`src/rtl/sw_pkg.sv`:
```
// Shared types for the Smith-Waterman traceback packer.
// Nibble encodings and packed-word layout.
package sw_pkg;

  localparam int DIR_W    = 4;
  localparam int LOG_PACK = 3;
  localparam int PACK     = 1 << LOG_PACK;
  localparam int WORD_W   = PACK * DIR_W;

  typedef enum logic [1:0] {
    DIR_ZERO  = 2'd0,
    DIR_VER   = 2'd1,
    DIR_HOR   = 2'd2,
    DIR_MATCH = 2'd3
  } dir_src_e;

  localparam int DIR_F_OPEN_BIT = 2;
  localparam int DIR_E_OPEN_BIT = 3;

  typedef logic [WORD_W-1:0] dir_word_t;

endpackage

```
`src/rtl/sw_dir_packer_if.sv`:
```
// RAM write port of the traceback packer.
// Optional wr_parity lanes under DIR_PACK_PARITY_EN.
interface sw_dir_packer_if #(
  parameter int AW = 7,
  parameter int DW = 32,
  parameter int PK = 8
);
  logic          wr_valid;
  logic          wr_ready;
  logic [AW-1:0] wr_addr;
  logic [DW-1:0] wr_data;
  logic [PK-1:0] wr_mask;
`ifdef DIR_PACK_PARITY_EN
  logic [PK-1:0] wr_parity;

  modport master (
    output wr_valid, wr_addr, wr_data, wr_mask, wr_parity,
    input  wr_ready
  );
  modport slave (
    input  wr_valid, wr_addr, wr_data, wr_mask, wr_parity,
    output wr_ready
  );
`else
  modport master (
    output wr_valid, wr_addr, wr_data, wr_mask,
    input  wr_ready
  );
  modport slave (
    input  wr_valid, wr_addr, wr_data, wr_mask,
    output wr_ready
  );
`endif
endinterface

```
`src/rtl/sw_dir_fifo.sv`:
```
// Small synchronous word FIFO, async active-low reset.
// Push on full is accepted only if a pop happens the same cycle.
module sw_dir_fifo #(
  parameter int W     = 8,
  parameter int DEPTH = 4
) (
  input  logic         clk,
  input  logic         rst_n,
  input  logic         clr_i,
  input  logic         push_i,
  input  logic [W-1:0] din_i,
  input  logic         pop_i,
  output logic [W-1:0] dout_o,
  output logic         full_o,
  output logic         empty_o,
  output logic         drop_o
);
  localparam int AW = $clog2(DEPTH);

  logic [W-1:0] mem_q [DEPTH];
  logic [AW:0]  wp_q, rp_q;
  logic         do_push, do_pop;

  assign empty_o = (wp_q == rp_q);
  assign full_o  = (wp_q[AW] != rp_q[AW]) &&
                   (wp_q[AW-1:0] == rp_q[AW-1:0]);
  assign do_pop  = pop_i && !empty_o;
  assign do_push = push_i && (!full_o || do_pop);
  assign drop_o  = push_i && full_o && !do_pop;
  assign dout_o  = mem_q[rp_q[AW-1:0]];

  // Pointer update; clear restarts the queue.
  always_ff @(posedge clk or negedge rst_n) begin
    if (!rst_n) begin
      wp_q <= '0;
      rp_q <= '0;
    end else if (clr_i) begin
      wp_q <= '0;
      rp_q <= '0;
    end else begin
      if (do_push) wp_q <= wp_q + 1'b1;
      if (do_pop)  rp_q <= rp_q + 1'b1;
    end
  end

  // Storage write.
  always_ff @(posedge clk or negedge rst_n) begin
    if (!rst_n) begin
      for (int i = 0; i < DEPTH; i++) mem_q[i] <= '0;
    end else if (do_push && !clr_i) begin
      mem_q[wp_q[AW-1:0]] <= din_i;
    end
  end
endmodule

```
`src/rtl/sw_dir_packer.sv`:
```
// Packs PE traceback nibbles into RAM words with a stall FIFO.
// Define DIR_PACK_PARITY_EN to add per-lane wr_parity.
module sw_dir_packer
  import sw_pkg::*;
#(
  parameter int REF_LEN_WIDTH = 10,
  parameter int DIR_W_P       = DIR_W,
  parameter int LOG_PACK_P    = LOG_PACK,
  parameter int FIFO_DEPTH    = 4
) (
  input  logic                     clk,
  input  logic                     rst_n,
  input  logic                     start,
  input  logic                     dir_valid,
  input  logic [REF_LEN_WIDTH-1:0] dir_addr,
  input  logic [DIR_W_P-1:0]       dir,
  input  logic                     flush,
  output logic                     busy,
  output logic                     overflow,
  sw_dir_packer_if.master          wr
);
  localparam int PK = 1 << LOG_PACK_P;
  localparam int DW = PK * DIR_W_P;
  localparam int AW = REF_LEN_WIDTH - LOG_PACK_P;
`ifdef DIR_PACK_PARITY_EN
  localparam int EW = AW + DW + PK + PK;
`else
  localparam int EW = AW + DW + PK;
`endif

  logic [AW-1:0]         acc_word_q, acc_word_d;
  logic [DW-1:0]         acc_data_q, acc_data_d;
  logic [PK-1:0]         acc_mask_q, acc_mask_d;
  logic                  pend_q, pend_d;
  logic                  ovf_q;
  logic [LOG_PACK_P-1:0] lane;
  logic [AW-1:0]         word_in;
  logic                  acc_nz, push;
  logic [EW-1:0]         fifo_din, fifo_dout;
  logic                  f_full, f_empty, f_drop, pop;

  assign lane    = dir_addr[LOG_PACK_P-1:0];
  assign word_in = dir_addr[REF_LEN_WIDTH-1:LOG_PACK_P];
  assign acc_nz  = |acc_mask_q;

  // Push decision and next accumulator state.
  always_comb begin
    acc_word_d = acc_word_q;
    acc_data_d = acc_data_q;
    acc_mask_d = acc_mask_q;
    pend_d     = pend_q;
    push = !start && ((&acc_mask_q) ||
           (dir_valid && acc_nz && word_in != acc_word_q) ||
           ((flush || pend_q) && acc_nz && !dir_valid));
    if (start) begin
      acc_word_d = '0;
      acc_data_d = '0;
      acc_mask_d = '0;
      pend_d     = 1'b0;
    end else begin
      if (push) begin
        acc_data_d = '0;
        acc_mask_d = '0;
      end
      if (dir_valid) begin
        if (push || !acc_nz) begin
          acc_word_d = word_in;
          acc_data_d = '0;
          acc_mask_d = '0;
        end
        acc_data_d[int'(lane)*DIR_W_P +: DIR_W_P] = dir;
        acc_mask_d[lane] = 1'b1;
      end
      if (flush && dir_valid) pend_d = 1'b1;
      else if (push || !acc_nz) pend_d = 1'b0;
    end
  end

  // Accumulator and sticky overflow registers.
  always_ff @(posedge clk or negedge rst_n) begin
    if (!rst_n) begin
      acc_word_q <= '0;
      acc_data_q <= '0;
      acc_mask_q <= '0;
      pend_q     <= 1'b0;
      ovf_q      <= 1'b0;
    end else begin
      acc_word_q <= acc_word_d;
      acc_data_q <= acc_data_d;
      acc_mask_q <= acc_mask_d;
      pend_q     <= pend_d;
      ovf_q      <= start ? 1'b0 : (ovf_q | f_drop);
    end
  end

`ifdef DIR_PACK_PARITY_EN
  logic [PK-1:0] acc_par;
  for (genvar k = 0; k < PK; k++) begin : g_par
    assign acc_par[k] = ^acc_data_q[k*DIR_W_P +: DIR_W_P];
  end
  assign fifo_din = {acc_par, acc_mask_q, acc_data_q, acc_word_q};
  assign wr.wr_parity = f_empty ? '0 : fifo_dout[AW+DW+PK +: PK];
`else
  assign fifo_din = {acc_mask_q, acc_data_q, acc_word_q};
`endif

  assign pop = wr.wr_valid && wr.wr_ready;

  sw_dir_fifo #(
    .W     (EW),
    .DEPTH (FIFO_DEPTH)
  ) u_fifo (
    .clk     (clk),
    .rst_n   (rst_n),
    .clr_i   (start),
    .push_i  (push),
    .din_i   (fifo_din),
    .pop_i   (pop),
    .dout_o  (fifo_dout),
    .full_o  (f_full),
    .empty_o (f_empty),
    .drop_o  (f_drop)
  );

  assign wr.wr_valid = !f_empty;
  assign wr.wr_addr  = f_empty ? '0 : fifo_dout[0 +: AW];
  assign wr.wr_data  = f_empty ? '0 : fifo_dout[AW +: DW];
  assign wr.wr_mask  = f_empty ? '0 : fifo_dout[AW+DW +: PK];
  assign busy        = acc_nz || !f_empty || pend_q;
  assign overflow    = ovf_q;
endmodule

```
`src/flat_wrapper.sv`:
```
// flat-port wrapper written by rule: the top's interface ports become plain ports
module sw_dir_packer_flat import sw_pkg::*;
#(
  parameter int REF_LEN_WIDTH = 10,
  parameter int DIR_W_P       = DIR_W,
  parameter int LOG_PACK_P    = LOG_PACK,
  parameter int FIFO_DEPTH    = 4
)
  (clk, rst_n, start, dir_valid, dir_addr, dir, flush, busy, overflow, wr_wr_valid, wr_wr_addr, wr_wr_data, wr_wr_mask, wr_wr_ready);
  sw_dir_packer_if #(.AW(7), .DW(32), .PK(8)) wr_i ();
  input  logic clk;
  input  logic rst_n;
  input  logic start;
  input  logic dir_valid;
  input  logic [REF_LEN_WIDTH-1:0] dir_addr;
  input  logic [DIR_W_P-1:0] dir;
  input  logic flush;
  output logic busy;
  output logic overflow;
  output wire logic [$bits(wr_i.wr_valid)-1:0] wr_wr_valid;
  output wire logic [$bits(wr_i.wr_addr)-1:0] wr_wr_addr;
  output wire logic [$bits(wr_i.wr_data)-1:0] wr_wr_data;
  output wire logic [$bits(wr_i.wr_mask)-1:0] wr_wr_mask;
  input wire logic [$bits(wr_i.wr_ready)-1:0] wr_wr_ready;
  assign wr_wr_valid = wr_i.wr_valid;
  assign wr_wr_addr = wr_i.wr_addr;
  assign wr_wr_data = wr_i.wr_data;
  assign wr_wr_mask = wr_i.wr_mask;
  assign wr_i.wr_ready = wr_wr_ready;
  sw_dir_packer #(.REF_LEN_WIDTH(REF_LEN_WIDTH), .DIR_W_P(DIR_W_P), .LOG_PACK_P(LOG_PACK_P), .FIFO_DEPTH(FIFO_DEPTH)) u_core (.clk(clk), .rst_n(rst_n), .start(start), .dir_valid(dir_valid), .dir_addr(dir_addr), .dir(dir), .flush(flush), .busy(busy), .overflow(overflow), .wr(wr_i));
endmodule
```
`config.mk`:
```
export PLATFORM = sky130hd
export DESIGN_NAME = sw_dir_packer_flat
export DESIGN_NICKNAME = d
export VERILOG_FILES = /design/src/rtl/sw_pkg.sv /design/src/rtl/sw_dir_packer_if.sv /design/src/rtl/sw_dir_fifo.sv /design/src/rtl/sw_dir_packer.sv /design/src/flat_wrapper.sv
export SDC_FILE = /design/constraint.sdc
export NUM_CORES = 1
export LEC_CHECK = 0
export BUFFER_PORTS_ARGS = -buffer_cell sky130_fd_sc_hd__buf_4
export CORE_ASPECT_RATIO = 1.4
export CORE_MARGIN = 3
export CORE_UTILIZATION = 50
export CTS_CLUSTER_SIZE = 30
export DETAILED_ROUTE_END_ITERATION = 8
export PLACE_DENSITY = 0.67
export SKIP_CTS_REPAIR_TIMING = 1
export SYNTH_ARGS = -nofsm -noshare
export SYNTH_HDL_FRONTEND = slang
export SYNTH_SLANG_ARGS = --single-unit
```
`constraint.sdc`:
```
create_clock -name clk -period 4.9 [get_ports clk]
set_clock_uncertainty 0.15 [all_clocks]
set_input_delay 0.245 -clock clk [delete_from_list [all_inputs] [get_ports clk]]
set_output_delay 0.245 -clock clk [all_outputs]
set_load 0.02 [all_outputs]
```
Word-level counts from Yosys, hierarchy flattened
Index checks and enable logic that the tools add are counted.
{ "op_classes": {"n_eq_ne": 4, "add_sub_neg": 3, "bitwise": 4, "magnitude_cmp": 5, "n_reduce_logical": 36, "muxes": 35, "shifts": 2} }
{ "ops": {"columns": ["op", "n"], "rows": [
  ["$mux W32", 7],
  ["$bwmux W188", 1],
  ["$mux W47", 3],
  ["$bmux W47 S2", 1],
  ["$demux W47 S2", 1],
  ["$mux W8", 7],
  ["$neg A5 Y33", 1],
  ["$shift A4 B33 Y32 const A", 1],
  ["$shiftx A4 B33 Y32", 1],
  ["$bwmux W32", 1],
  ["$mux W7", 4],
  ["$logic_and A1 B1 Y1", 15],
  ["$mux W3", 4],
  ["$or A8 B8 Y8", 1],
  ["$reduce_and A8 Y1", 1],
  ["$reduce_bool A2 Y1", 4],
  ["$reduce_or A8 Y1", 1],
  ["$logic_or A1 B1 Y1", 7],
  ["$ne A7 B7 Y1", 1],
  ["$add A3 B1 Y3 const B", 2],
  ["$ge A3 B3 Y1 const B", 2],
  ["$logic_not A1 Y1", 6],
  ["$not A2 Y3", 2],
  ["$mux W1", 5],
  ["10 further kinds", 10]
]} }
{ "totals": {"out_inout_bits": 50, "reg_bits": 243} }

Longest topological paths before layout
Gate-level depths: netlist of run 1.
{ "logic_depth": {"word_depth": 13, "ltp_mapped": 10} }

Cells and area by module
From an unflattened synthesis of run 1, not the netlist that was laid out.
{ "hier_totals": {"cells_unflattened": 883, "area_unflattened_um2": 12548.3} }
{ "by_module_without_submodules": {"columns": ["module", "cells_per_inst", "seq_area_each_um2", "area_each_um2", "n_inst"], "rows": [
  ["sw_dir_fifo", 513, 4854.7, 9277.6, 1],
  ["sw_dir_packer", 370, 1226.2, 3270.6, 1]
]} }

Worst setup path after synthesis of run 1
Ideal clock, no wire load.
{ "synth_timing": {"path_kind": "input -> register", "from": "in dir_addr[0]", "to": "reg u_core.acc_data_q[20]", "required_time_ps": 4624, "setup_slack_ps": 2548, "t_arrival_ps": 2076, "n_path_buf": 2, "cell_stages": 9, "cell_sequence": "clkbuf_1 inv_1 ha_1 ha_1 clkbuf_2 nand3b_1 and3_1 a211oi_1 o21ai_1"} }
{ "synth_between": {"elab_chain_len": 5} }
{ "synth_rtl": {"columns": ["element", "line_no", "source"], "rows": [
  ["start, declared", "flat_wrapper.sv:15", "input logic [REF_LEN_WIDTH-1:0] dir_addr;"],
  ["$neg A5 Y33 *", "sw_dir_packer.sv:71", "acc_data_d[int'(lane)*DIR_W_P +: DIR_W_P] = dir;"],
  ["$shiftx A4 B33 Y32 / $shift A4 B33 Y32 (equally long branches)", "sw_dir_packer.sv:71", null],
  ["$bwmux W32 *", "sw_dir_packer.sv:71", null],
  ["$mux W32 *", "sw_dir_packer.sv:65", "if (dir_valid) begin"],
  ["$mux W32 *", "sw_dir_packer.sv:55", "if (start) begin"],
  ["via u_core.acc_data_d[20]", "sw_dir_packer.sv:32", "logic [DW-1:0] acc_data_q, acc_data_d;"],
  ["end signal, assigned", "sw_dir_packer.sv:89", "acc_data_q <= acc_data_d;"],
  ["end, declared", "sw_dir_packer.sv:32", null]
]} }
The timed path passes the listed nets; every way through them passes the cells marked *.
A chain may end at the register's enable or synchronous reset.

Final worst setup path of run 1
{ "layout_timing": {"from": "reg u_core.acc_mask_q[0]", "to": "reg u_core.u_fifo.mem_q[52] (netlist name)"} }
{ "layout_between": {"elab_chain_len": 8} }
{ "layout_rtl": {"columns": ["element", "line_no", "source"], "rows": [
  ["start, declared", "sw_dir_packer.sv:33", "logic [PK-1:0] acc_mask_q, acc_mask_d;"],
  ["start signal, assigned", "sw_dir_packer.sv:90", "acc_mask_q <= acc_mask_d;"],
  ["$reduce_or A8 Y1", "sw_dir_packer.sv:44", "assign acc_nz = |acc_mask_q;"],
  ["$logic_and A1 B1 Y1 (2 in a row)", "sw_dir_packer.sv:53", "(dir_valid && acc_nz && word_in != acc_word_q) ||"],
  ["$logic_or A1 B1 Y1", "sw_dir_packer.sv:52", "push = !start && ((&acc_mask_q) ||"],
  ["$logic_or A1 B1 Y1 *", "sw_dir_packer.sv:53", null],
  ["$logic_and A1 B1 Y1 *", "sw_dir_packer.sv:52", null],
  ["$logic_and A1 B1 Y1 *", "sw_dir_fifo.sv:28", "assign do_push = push_i && (!full_o || do_pop);"],
  ["$logic_and A1 B1 Y1 *", "sw_dir_fifo.sv:50", "end else if (do_push && !clr_i) begin"],
  ["end signal, assigned by index", "sw_dir_fifo.sv:51", "mem_q[wp_q[AW-1:0]] <= din_i;"],
  ["end, declared", "sw_dir_fifo.sv:20", "logic [W-1:0] mem_q [DEPTH];"]
]} }
Mark *: on every way between the ends. The rest lies on a longest branch, timed or not.

==> flow_summary_export.csv, run 1 <==
group,metric,value,unit
synthesis,yosysTopAreaCell,"dfrtp_1",
floorplan,fp.dieW,138,um
global_routing,antenna_found_initial,0,
worst_setup_path,required,5.13,ns
detailed_routing,wl_per_cell,20.8,um
synthesis,synth-async-reset-ratio,100,%
global_routing,overflow,0,
status,status,"finished, violations left",
worst_setup_path,critPathLaunchType,"flip-flop",
timing,rsz0062_at_grt,"false",
synthesis,netlist_top_cells_count,"dfrtp_1 (243), mux2_4 (120), mux2_2 (69)",
finish,fill_cells,1980,
timing,timing.hold.ws,-0.0133,ns
floorplan,dieArea,0.0264,mm^2
clock_tree,numCtsBuffers,23,
timing,slew_viol_final,0,
synthesis,yosysMostFrequentCell,"dfrtp_1",
finish,layout-drive-gt1-share,37.5,%
timing,finalCritPeriodShare,69.3,%
synthesis,synth_cell_types,58,
finish,antenna_cells,0,
synthesis,synth.avg_cell_area,13.8,um^2
detailed_routing,vias,7361,
detailed_routing,antenna_left,0,
synthesis,synth_nets,918,
clock_tree,htreeDepth,1,
synthesis,synth-edff-count,0,
clock_tree,clkTransAtPathRegs,0.06,ns
synthesis,ys.warnings.count,0,
place,port_buffers,69,
timing,setup-violations-final,0,
timing,worstMarginPinSlew,1.14,ns
clock_tree,cts_sinks,243,
place,dpl.hpwl,16800,um
clock_tree,cts_root_buffer,"clkbuf_16",
synthesis,syn_area,0.0122,mm^2
worst_setup_path,end_kind,"flip-flop",
floorplan,rows,67,
clock_tree,insertion_delay,0.51,ns
global_routing,grt_first_pass_wirelength,43200,um
worst_setup_path,crit_type,"flip-flop to flip-flop",
global_routing,grt_usage,20.1,%
timing,hold_viol_final,4,
synthesis,synth_ff_type,"dfrtp_1",
timing,fin_crit,3.40,ns
detailed_routing,first_pass_iters,4,
floorplan,pin_count,70,
synthesis,synth_area_leaders,"dfrtp_1 (50%), mux2_4 (15%), mux4_2 (8.7%)",
global_routing,grt_pass1_vias,7675,
synthesis,ys_seq_area_share,49.7,%
floorplan,initial_core_util,51.0,%
synthesis,synthCells,888,
floorplan,die_y,191,um
pwr,ir_drop,247,uV
synthesis,ys_ff_latch,243,
clock_tree,cts_tree,"yes",
detailed_routing,vias_per_cell,5.77,
floorplan,coreArea,0.0240,mm^2
pwr,power.density,334,mW/mm^2
finish,finalNetCount,982,
status,violations,"negative hold slack",
synthesis,synth.top_cell.area_share,49.7,%
finish,final_util,57.4,%
worst_setup_path,cp.arrival,3.63,ns
worst_setup_path,worstPathMaxFanout,30,
finish,area_delta_synth_final,12.6,%
clock_tree,cts_max_path_buffers,3,
timing,fmax,294,MHz
pwr,p_leak,6.31,nW
detailed_routing,drtIter0Drc,446,
timing,slew_headroom,23.2,%
place,place_congestion,0.863,
hold_path,holdCritPathClass,"primary input to flip-flop",
global_routing,grt_max_degree,123,
flow_run,drv_cap,0,
detailed_routing,drc,0,
detailed_routing,drt_wl_total,26500,um
timing,setup_tns,0,ns
==> cell type report <==
class / instances / area [um^2] / share of cell area, %
Sequential cell: 243 / 6090 / 44.2
Multi-Input combinational cell: 576 / 5770 / 41.9
Timing Repair Buffer: 94 / 766 / 5.56
Clock buffer: 36 / 704 / 5.11
Tap cell: 310 / 388 / 2.82
Inverter: 14 / 52.6 / 0.382
Clock inverter: 2 / 10.0 / 0.0727
==> stage by stage <==
stage          area [um^2]  std cells  setup WS [ns]  power [mW]
6_report             13800       1275           1.50        4.60
5_1_grt              13800       1275           1.31        4.81
3_3_place_gp         12900       1221           1.61        2.93
4_1_cts              13600       1259           1.44        4.65
2_1_floorplan        12200        888           2.55        2.70
3_5_place_dp         12900       1221           1.53        2.94
==> logic make-up after synthesis <==
family                     synth area share [%]
adders and majority gates                  1.02
muxes                                      30.4
and+or+nand+nor                            9.33
AOI/OAI and AO/OA                          5.45
buffers and inverters                      3.24
xor gates and xnor gates                  0.859
DFF                                        49.7
==> cells in the final DEF (no fill, tap or decap), types with 5 or more instances in the layout <==
cell type / synthesis / routed
a31oi_1: 5 / 5
a211oi_1: 16 / 16
o21ai_1: 5 / 5
clkbuf_16: 0 / 23
mux2_2: 69 / 69
mux4_2: 47 / 47
nand3_1: 16 / 16
a21oi_1: 29 / 29
dlygate4sd3_1: 0 / 16
nor3_1: 11 / 11
dfrtp_1: 243 / 241
or4_1: 9 / 9
and2_1: 47 / 47
clkbuf_1: 27 / 5
xnor2_1: 8 / 8
ha_1: 10 / 10
mux2i_1: 8 / 8
nand2b_1: 8 / 8
nor2_1: 67 / 67
buf_4: 0 / 76
o21ai_0: 5 / 5
nand2_1: 22 / 22
mux2_4: 120 / 120
inv_1: 14 / 14
clkbuf_8: 0 / 8
nand4_1: 12 / 12
o32ai_1: 6 / 6
==> routing by layer <==
metal | global-route usage, % | vias up | wire length, um
li1 | - | 3375 | -
met1 | 27.9 | 3822 | 11900
met2 | 34.5 | 133 | 13300
met3 | 2.33 | 31 | 962
met4 | 4.33 | 0 | 409
met5 | 0 | - | 0
==> critical path: stages (launching register included) <==
cell      delay (ns)
dfrtp_1         0.48
nor4_1          0.14
a21oi_1         0.39
o21a_1          0.30
o2111a_2        0.91
buf_4           0.50
mux2_2          0.38
==> where the power goes <==
part	switching [mW]	total, mW	internal [mW]	leakage [nW]
Clock	0.725	1.70	0.978	0.355
Combinational	0.397	0.714	0.317	2.58
Sequential	0.0942	2.18	2.09	3.37
Total	1.22	4.60	3.38	6.31
==> flip-flops by register name, indices dropped and copies added, names as in the netlist <==
signal and flops:
u_core.acc_mask_q 8, u_core.pend_q 1, u_core.u_fifo.mem_q 188, u_core.u_fifo.wp_q 3
u_core.overflow 1, u_core.u_fifo.rp_q 3, u_core.acc_word_q 7, u_core.acc_data_q 32
==> final timing paths <==
path | depth (start not counted) | to | startpoint | slack, ns
setup / recovery | 6 | u_core.u_fifo.mem_q[52]$_DFFE_PN0P_ | u_core.acc_mask_q[0]$_DFF_PN0_ | 1.50
hold / removal | 4 | u_core.u_fifo.rp_q[2]$_DFFE_PN0P_ | wr_wr_ready | -0.01
setup reg to reg | 6 | u_core.u_fifo.mem_q[52]$_DFFE_PN0P_ | u_core.acc_mask_q[0]$_DFF_PN0_ | 1.50
hold reg to reg | 1 | u_core.u_fifo.mem_q[140]$_DFFE_PN0P_ | u_core.u_fifo.mem_q[140]$_DFFE_PN0P_ | 0.35
max in group asynchronous | 3 | u_core.u_fifo.rp_q[0]$_DFFE_PN0P_ | rst_n | 3.32
min in group asynchronous | 2 | u_core.u_fifo.mem_q[127]$_DFFE_PN0P_ | rst_n | 0.15
No activity file was read; power rests on OpenSTA's default activity.
==> inputs of run 2 (changes only) <==
--- a/config.mk
+++ b/config.mk
@@ -11,7 +11,7 @@
 export CORE_UTILIZATION = 50
 export CTS_CLUSTER_SIZE = 30
 export DETAILED_ROUTE_END_ITERATION = 8
-export PLACE_DENSITY = 0.67
+export PLACE_DENSITY = 0.7
 export SKIP_CTS_REPAIR_TIMING = 1
 export SYNTH_ARGS = -nofsm -noshare
 export SYNTH_HDL_FRONTEND = slang
==> constraint.sdc (replaced) <==
create_clock -name clk -period 2.9 [get_ports clk]
set_clock_uncertainty 0.15 [all_clocks]
set_input_delay 0.145 -clock clk [delete_from_list [all_inputs] [get_ports clk]]
set_output_delay 0.145 -clock clk [all_outputs]
set_load 0.02 [all_outputs]
==> run 2 against run 1 <==
The flow still finishes with violations (negative hold slack); global-route usage rose by 0.12 points; wire length increased by 1.1%; cell count is 1.6% higher; utilization increased by 1.5 points; sequential power up 67%; critical endpoint is now busy; highest routed layer unchanged.
==> flow_summary_export.csv, run 2 (synthesis results as in run 1) <==
group,metric,value,unit
finish,area_delta_synth_final,15.5,%
worst_setup_path,reg2reg_slack,0.06,ns
pwr,p_leak,6.45,nW
finish,instances_no_fill,1296,
timing,setup-violations-final,0,
detailed_routing,drc,0,
pwr,ir_drop,540,uV
clock_tree,cts_tree,"yes",
detailed_routing,first_pass_iters,5,
flow_run,drv_cap,0,
worst_setup_path,end_kind,"primary output",
finish,seqCellArea,0.00609,mm^2
detailed_routing,vias_per_cell,5.82,
finish,fill_cells,1952,
pwr,power.density,577,mW/mm^2
place,place_congestion,0.830,
clock_tree,cts_root_buffer,"clkbuf_16",
detailed_routing,wl_per_cell,20.7,um
floorplan,dieArea,0.0264,mm^2
status,status,"finished, violations left",
clock_tree,insertion_delay,0.52,ns
timing,rsz0062_at_grt,"false",
status,violations,"negative hold slack",
global_routing,top_usage_layer,"met2",
detailed_routing,antenna_left,0,
clock_tree,cts_max_path_buffers,3,
hold_path,holdCritPathClass,"primary input to async pin",
finish,layout-drive-gt1-share,38.1,%
global_routing,grt_usage,20.2,%
finish,largest_registers,"u_core.u_fifo.mem_q (188), u_core.acc_data_q (32), u_core.acc_mask_q (8)",
worst_setup_path,r2r-end,"u_core.u_fifo.mem_q[162]$_DFFE_PN0P_",
worst_setup_path,required,2.61,ns
floorplan,die_y,191,um
timing,finalWorstSetupSlack,0.0547,ns
timing,finalCritPeriodShare,98.1,%
finish,antenna_cells,0,
worst_setup_path,cp.arrival,2.55,ns
global_routing,grt_pass1_vias,7916,
place,dp_slack,0.215,ns
clock_tree,clkTransAtPathRegs,0.06,ns
floorplan,fp.dieW,138,um
global_routing,grt_first_pass_wirelength,43600,um
finish,largest_register_ffs,188,
place,port_buffers,69,
worst_setup_path,critPathLaunchType,"flip-flop",
clock_tree,numCtsBuffers,24,
worst_setup_path,r2r_start,"u_core.acc_mask_q[0]$_DFF_PN0_",
timing,timing.hold.ws,-0.00152,ns
worst_setup_path,reg2regPathDepth,6,
pwr,p_total,8.15,mW
finish,top_register,"u_core.u_fifo.mem_q",
timing,fin_crit,2.85,ns
timing,slew_viol_final,0,
timing,slew_headroom,46.9,%
floorplan,initial_core_util,51.0,%
detailed_routing,drtIter0Drc,461,
clock_tree,cts_sinks,243,
global_routing,use_met2,35.7,%
finish,finalNetCount,1001,
timing,hold_viol_final,1,
global_routing,grt_max_degree,99,
worst_setup_path,worstPathMaxFanout,12,
timing,setup_tns,0,ns
place,dpl.cell_count,1233,
timing,fmax,351,MHz
finish,multi_input_area,0.00577,mm^2
finish,layout_commonest_cell,"dfrtp_1",
global_routing,grt_util_met3,2.80,%
clock_tree,htreeDepth,1,
floorplan,rows,67,
floorplan,pin_count,70,
place,dpl.hpwl,17100,um
timing,worstMarginPinSlew,0.796,ns
global_routing,overflow,0,
floorplan,coreArea,0.0240,mm^2
worst_setup_path,crit_type,"flip-flop to primary output",
detailed_routing,drt_wl_total,26800,um
finish,mostFrequentLayoutCells,"dfrtp_1 (241), mux2_4 (120), buf_4 (79)",
global_routing,met1_usage,26.8,%
global_routing,antenna_found_initial,0,
detailed_routing,vias,7546,
==> run 2: cell type report <==
type                       count  area share (%)
clock buffer                  38            5.20
clock inverter                 3           0.461
inverter                      14           0.372
multi-input combinational    576            40.8
sequential                   243            43.1
tap                          310            2.75
timing repair buffer         112            7.28
==> run 2: through the flow <==
| step | utilization (%) | instance area (um^2) |
|---|---|---|
| 2_1_floorplan | - | 12200 |
| 3_3_place_gp | 54.6 | 13100 |
| 3_5_place_dp | 54.6 | 13100 |
| 4_1_cts | 58.0 | 13900 |
| 5_1_grt | 58.9 | 14100 |
| 6_report | 58.9 | 14100 |
==> run 2: worst max path at each step <==
stage / start / endpoint / slack (ns) / cells past startpoint
finish: u_core.acc_mask_q[0]$_DFF_PN0_ / busy / 0.05 / 4
global placement: u_core.acc_mask_q[0]$_DFF_PN0_ / u_core.u_fifo.mem_q[92]$_DFFE_PN0P_ / 0.25 / 6
detailed placement: u_core.acc_mask_q[0]$_DFF_PN0_ / u_core.u_fifo.mem_q[92]$_DFFE_PN0P_ / 0.21 / 6
CTS: u_core.acc_mask_q[0]$_DFF_PN0_ / busy / 0.07 / 4
global route: u_core.u_fifo.wp_q[1]$_DFFE_PN0P_ / wr_wr_data[17] / 0.03 / 5
floorplan: u_core.u_fifo.rp_q[0]$_DFFE_PN0P_ / u_core.u_fifo.mem_q[16]$_DFFE_PN0P_ / 0.58 / 9
==> run 2: critical path: stages (launching register included) <==
cell     delay [ns]
dfrtp_1        0.48
nor4_1         0.66
nand2_2        0.32
or3_1          0.41
buf_4          0.17
==> run 2: layer usage <==
layer	up-vias	part of all wire, %
met3	36	4.0
met5	-	0
met1	3924	43
met4	0	1.7
li1	3407	-
met2	179	52
==> run 2: report_power, final <==
part           switching (mW)  total [mW]  leakage (nW)  internal [mW]
clock                    1.27        3.17         0.392           1.90
combinational           0.749        1.35          2.69          0.601
sequential              0.102        3.63          3.37           3.53
